<file path="config.mk">
export PLATFORM = sky130hd
export DESIGN_NAME = hdb3_decode
export DESIGN_NICKNAME = d
export VERILOG_FILES = /design/src/rtl/hdb3_decode.sv
export SDC_FILE = /design/constraint.sdc
export NUM_CORES = 1
export LEC_CHECK = 0
export ABC_AREA = 1
export ABC_CLOCK_PERIOD_IN_PS = 1300
export CAP_MARGIN = 20
export CORE_ASPECT_RATIO = 1.5
export CORE_MARGIN = 3
export CORE_UTILIZATION = 35
export CTS_BUF_LIST = sky130_fd_sc_hd__clkbuf_4
export CTS_CLUSTER_DIAMETER = 50
export DETAILED_ROUTE_END_ITERATION = 7
export GPL_TIMING_DRIVEN = 0
export HOLD_SLACK_MARGIN = 0.05
export PLACE_DENSITY = 0.56
export SLEW_MARGIN = 20
export SYNTH_ARGS = -nofsm -noshare
export SYNTH_HDL_FRONTEND = slang
export SYNTH_SLANG_ARGS = --single-unit
</file>
<file path="constraint.sdc">
create_clock -name i_clk -period 1.3 [get_ports i_clk]
set_clock_uncertainty 0.05 [all_clocks]
set_input_delay 0.195 -clock i_clk [delete_from_list [all_inputs] [get_ports i_clk]]
set_output_delay 0.195 -clock i_clk [all_outputs]
set_load 0.1 [all_outputs]
</file>
<file path="src/rtl/hdb3_decode.sv">
`timescale 1ns/1ps
`default_nettype none
// ============================================================================
// Module      : hdb3_decode
// Description : HDB3 line decoder. Detects bipolar violations, removes the
//               V pulse and its paired B pulse, restores the NRZ bit stream
//               and flags line-code errors with a pulse and saturating count.
// Revision    : 1.0 - initial release
// ============================================================================
module hdb3_decode #(
    parameter int ERR_CNT_W = 8
) (
    input  logic                 i_clk,
    input  logic                 i_rst,
    input  logic [1:0]           i_hdb3_code,
    output logic                 o_data,
    output logic                 o_valid,
    output logic                 o_err,
    output logic [ERR_CNT_W-1:0] o_err_cnt
);

    localparam logic [ERR_CNT_W-1:0] c_err_max = {ERR_CNT_W{1'b1}};

    logic [3:0]           r_d;
    logic [3:0]           r_vld;
    logic                 r_have_pol;
    logic                 r_last_pol;
    logic                 r_have_vpol;
    logic                 r_last_vpol;
    logic                 r_err;
    logic [ERR_CNT_W-1:0] r_err_cnt;

    logic w_mark;
    logic w_pol;
    logic w_illegal;
    logic w_viol;
    logic w_err_order;
    logic w_err_alt;

    assign w_mark      = (i_hdb3_code == 2'b01) || (i_hdb3_code == 2'b10);
    assign w_pol       = (i_hdb3_code == 2'b10);
    assign w_illegal   = (i_hdb3_code == 2'b11);
    assign w_viol      = w_mark && r_have_pol && (w_pol == r_last_pol);
    // A V must follow two zeros, and successive V pulses must alternate.
    assign w_err_order = w_viol && (r_d[0] || r_d[1]);
    assign w_err_alt   = w_viol && r_have_vpol && (w_pol == r_last_vpol);

    always_ff @(posedge i_clk) begin
        if (i_rst) begin
            r_d         <= 4'b0000;
            r_vld       <= 4'b0000;
            r_have_pol  <= 1'b0;
            r_last_pol  <= 1'b0;
            r_have_vpol <= 1'b0;
            r_last_vpol <= 1'b0;
            r_err       <= 1'b0;
            r_err_cnt   <= '0;
        end else begin
            // d[3] stage drops the B pulse that sits three symbols ahead of V.
            r_d[0] <= w_mark && !w_viol;
            r_d[1] <= r_d[0];
            r_d[2] <= r_d[1];
            r_d[3] <= r_d[2] && !w_viol;
            r_vld  <= {r_vld[2:0], 1'b1};
            if (w_mark) begin
                r_have_pol <= 1'b1;
                r_last_pol <= w_pol;
            end
            if (w_viol) begin
                r_have_vpol <= 1'b1;
                r_last_vpol <= w_pol;
            end
            r_err <= w_illegal || w_err_order || w_err_alt;
            if (r_err && (r_err_cnt != c_err_max)) begin
                r_err_cnt <= r_err_cnt + ERR_CNT_W'(1);
            end
        end
    end

    assign o_data    = r_d[3];
    assign o_valid   = r_vld[3];
    assign o_err     = r_err;
    assign o_err_cnt = r_err_cnt;

endmodule
`default_nettype wire

</file>
After elaboration in Yosys (flattened, before gate mapping)

Index checks and enable logic that the tools add are counted.

Output and inout port bits: 11
Input bits: 4
Bits in registers: 21
Logic and storage cells: 30

Add/subtract/negate cells: 1
Muxes and demuxes: 1
Reductions and logical operators: 13
Eq/ne operators: 6

Operator list:

| cell                                          | count |
|---|---|
| adder 8 x 1 -> 8 bit, second input constant   | 1 |
| logical AND 1 bit                             | 8 |
| != test 8 bit, second input constant          | 1 |
| == test 2 bit, second input constant          | 2 |
| logical OR 1 bit                              | 4 |
| == test 1 bit                                 | 2 |
| == test 2 x 1 -> 1 bit, second input constant | 1 |
| zero test 1 bit                               | 1 |
| two-way mux 1 bit                             | 1 |

Logic depth before layout (Yosys ltp)

Word-level depth: 7
Gate-level depth with buffers: 9
Mapped depth without buffers: 9

Least setup slack after synthesis

OpenSTA, ideal clock, no wires.

Path type: reg-to-reg
From: register r_err_cnt[0] (netlist: o_err_cnt[0])
To: register r_err_cnt[3] (netlist: o_err_cnt[3])
Slack: -0.706 ns
Stages on the path, launching flop included: 7
Clock period less this slack: 2.006 ns
Data required time: 1.131 ns
Path buffers: 0
Setup time: 0.119 ns
Data arrival time: 1.837 ns
Cells stage by stage: dfxtp_1 ha_1 nand2_2 nor2_4 nand2_4 a21oi_1 nor2_1

Longest elaborated chain between the ends: 2
Elaborated cells on any way between the ends: 3
Classes of those cells: add/sub (1); eq/ne (1); reduce/logical (1)

RTL lines:

| item                                                                         | line | source |
|---|---|---|
| start, declared                                                              | 31   | `logic [ERR_CNT_W-1:0] r_err_cnt;` |
| start signal, assigned                                                       | 75   | `r_err_cnt <= r_err_cnt + ERR_CNT_W'(1);` |
| parallel branches: the longest is 2 deep, another holds adder 8 x 1 -> 8 bit | n/a  |  |

Parallel ways; which one is timed is not known.
A chain may end at the register's enable or synchronous reset.

Worst setup path after layout

From: register r_err_cnt[0] (netlist: o_err_cnt[0])
To: output o_err_cnt[0]

RTL lines:

| item          | line | source |
|---|---|---|
| end, declared | 19   | `output logic [ERR_CNT_W-1:0] o_err_cnt` |

No word-level cell between the ends.

==> flow_summary.json <==
{
  "drive_gt1_share_pct": 33.57,
  "dpl_worst_slack_ps": -439.1,
  "dp_hpwl_mm": 1.275,
  "diodes": 0,
  "root_buffer": "clkbuf_4",
  "slew_headroom_pct": 80.03,
  "drcViolationCount": 0,
  "cp_top_family": "flip-flops",
  "maxCapViolations": 0,
  "synth.yosys.seq_area_share_pct": 44.98,
  "p_leak_nw": 0.5520,
  "regToRegSetupSlack_ps": 140,
  "worstPathCellList": "buf_4",
  "r2r_cells": 8,
  "cp-end-kind": "output port",
  "hp-start": "i_rst",
  "post_drt_wl_per_cell_microns": 9.363,
  "max_stage_delay_ps": 390,
  "grt_max_degree": 13,
  "ir_drop_uv": 565.0,
  "synthCells": 124,
  "p_switching_w": 0.0003318,
  "cts.clk_slew.worst_paths_ps": 110,
  "min_period_ps": 1231,
  "die-area_sq_um": 3339,
  "floorplan.rows": 22,
  "ys.warnings.count": 0,
  "antenna_found_initial": 0,
  "routed_wl_mm": 1.676,
  "die_w_microns": 48.20,
  "fin_hold_ws_ps": 133.7,
  "reg2reg_from": "o_err_cnt[0]",
  "vias": 763,
  "syn-num-nets": 131,
  "finalMaxSlewViolations": 0,
  "arrival_ps": 990,
  "first_global_vias": 727,
  "reg2reg_to": "o_err_cnt[4]",
  "status": "complete, no violations",
  "swShare_pct": 28.42,
  "cts.sinks": 21,
  "ys_types": 21,
  "min_to": "o_err",
  "p_seq_share_pct": 57.7,
  "dr.pass1.iters": 3,
  "viasPerCell": 4.263,
  "power_density_nw_per_um2": 974.0,
  "die_y_microns": 69.29,
  "min_path_type": "in -> reg",
  "power_frac_clock_pct": 26.5,
  "ctsHoldBuffers": 0,
  "setup_ws_ps": 69.47,
  "core_sq_um": 2505,
  "timing_hold_violations_final": 0,
  "crit_path_top_delay_cell": "dfxtp_4",
  "io_buffer_count": 13,
  "overflow": 0,
  "crit_fanout": 5,
  "holdPathStages": 2,
  "grt.total_usage_pct": 11.83,
  "cts_tree": "done",
  "path_buf_inv": 1,
  "cts_max_level": 1,
  "setup_viol": 0,
  "yosys_register_bits": 21,
  "worst_pin_slew_ps": 301.3,
  "drt.antenna.violating_nets": 0,
  "syn_to_final_growth_pct": 28.25,
  "clock_latency_ps": 300,
  "fin_crit_sh_pct": 94.66,
  "cp.required_ps": 1050,
  "ctsLongestPathBuffers": 2,
  "synth_area_sq_um": 934.6,
  "fmax_ghz": 0.8127,
  "worstSetupStartpointType": "flop",
  "cts_made_buffers": 3,
  "final_nets": 151,
  "combPwrFrac_pct": 15.8,
  "grt_first_pass_wirelength_mm": 2.925,
  "routabilityCongestion": 0.7597,
  "initial_utilization_pct": 37.31,
  "rsz0062_at_grt": "false",
  "ios": 15,
  "synth.avg_cell_area_sq_um": 7.537,
  "p_int_w": 0.0008358,
  "drt_iter0_markers": 2,
  "path_class": "reg -> out"
}
[worst max path at each step]
stage,from,end,slack (ps),depth (start not counted)
2_1_floorplan,o_err_cnt[0],o_err_cnt[0],-30,6
3_3_place_gp,o_err_cnt[0],o_err_cnt[0],-440,1
3_5_place_dp,o_err_cnt[2],o_err_cnt[2],-440,1
4_1_cts,r_vld[3],o_valid,8,1
5_1_grt,i_hdb3_code[1],r_d[0],3,9
6_report,o_err_cnt[0],o_err_cnt[0],70,1
[cell usage after synthesis]
| cell type | instances | area (sq um) |
|---|---|---|
| a21oi_1 | 9 | 45.04 |
| buf_2 | 1 | 5.000 |
| buf_6 | 1 | 11.26 |
| clkbuf_4 | 1 | 7.510 |
| dfxtp_1 | 21 | 420.4 |
| ha_1 | 3 | 37.54 |
| inv_1 | 19 | 71.32 |
| inv_2 | 5 | 18.77 |
| nand2_1 | 22 | 82.58 |
| nand2_2 | 4 | 25.02 |
| nand2_4 | 1 | 11.26 |
| nand3_1 | 8 | 40.04 |
| nand3b_1 | 2 | 15.01 |
| nand4_1 | 1 | 6.260 |
| nor2_1 | 17 | 63.81 |
| nor2_2 | 1 | 6.260 |
| nor2_4 | 3 | 33.78 |
| o21a_1 | 1 | 7.510 |
| o21ai_0 | 1 | 5.000 |
| o21ai_1 | 2 | 10.01 |
| o21bai_2 | 1 | 11.26 |
[final cells by class]
cell class / count / area, sq um
multi-input combinational: 76 / 437.9
clock inverter: 1 / 5.005
tap: 36 / 45.04
inverter: 24 / 90.09
fill: 264 / 1306
sequential: 21 / 454.2
buffer: 3 / 23.77
timing repair buffer: 15 / 120.1
clock buffer: 3 / 22.52
[worst register-to-register path: cells and delay by family (launching register included)]
kind	cells	cell delay, ps
flip-flops	1	390
AND/OR/NAND/NOR	6	400
adder cells (fa/ha/maj)	1	150
buffers and inverters	1	80
[power groups by stage]
stage | Combinational [W] | Clock (W) | Sequential, W
6_report | 0.000184 | 0.000309 | 0.000674
5_1_grt | 0.000206 | 0.000356 | 0.000678
4_1_cts | 0.000184 | 0.000328 | 0.000674
3_5_place_dp | 0.000172 | 0 | 0.000689
3_3_place_gp | 0.000170 | 0 | 0.000688
2_1_floorplan | 0.0000801 | 0 | 0.000740
[layout by cell type, fill, tap and decap left out]
master	count
ha_4	2
dfxtp_4	9
o21ai_1	2
buf_6	1
clkinv_2	1
a21oi_1	9
nand3_1	8
nand4_1	1
nand2_4	2
nand2_2	4
o21ai_0	1
nand3b_1	2
dfxtp_1	12
nor2_1	17
buf_2	1
o21bai_2	1
clkbuf_4	5
inv_2	6
ha_1	1
nand2_1	21
buf_4	12
dlymetal6s2s_1	1
inv_1	18
o21a_1	1
nor2_4	4
clkdlybuf4s50_1	1
[through the flow]
| stage | total power, W | instance area, sq um | utilization, % | cells | setup TNS [ps] |
|---|---|---|---|---|---|
| after detailed placement | 0.0008616 | 1164 | 46.45 | 173 | -6551 |
| after global routing | 0.001240 | 1199 | 47.85 | 179 | 0 |
| final | 0.001168 | 1199 | 47.85 | 179 | 0 |
| after CTS | 0.001186 | 1189 | 47.45 | 179 | 0 |
| after floorplan | 0.0008203 | 988.4 | - | 124 | -105.8 |
| after global placement | 0.0008580 | 1164 | 46.45 | 173 | -6446 |
[kinds of logic after synthesis]
logic type      synth area share (%)
compound gates                 8.433
fa+ha+maj                      4.016
buf+inv                        12.18
flops                          44.98
simple gates                   30.39
[metal layers]
layer | vias to the layer above | part of all wire (%) | global-route usage [%]
li1 | 413 | - | -
met1 | 339 | 43 | 13.34
met2 | 9 | 53 | 19.33
met3 | 2 | 3.5 | 2.338
met4 | 0 | 1.1 | 6.287
met5 | - | 0 | 0
[state kept, by name, indices dropped and copies added, names as in the netlist]
register / flops
o_err: 1
o_err_cnt: 8
r_d: 4
r_have_pol: 1
r_have_vpol: 1
r_last_pol: 1
r_last_vpol: 1
r_vld: 4
[what timing repair did]
| item | CTS | global route |
|---|---|---|
| pin swaps | 2 | 1 |
| hold endpoints to repair | 0 | 0 |
| gates cloned | 0 | 0 |
| resized for setup | 67 | 3 |
| setup endpoints to repair | 15 | 5 |
| setup buffers | 2 | 0 |
No activity file was read; power rests on OpenSTA's default activity.
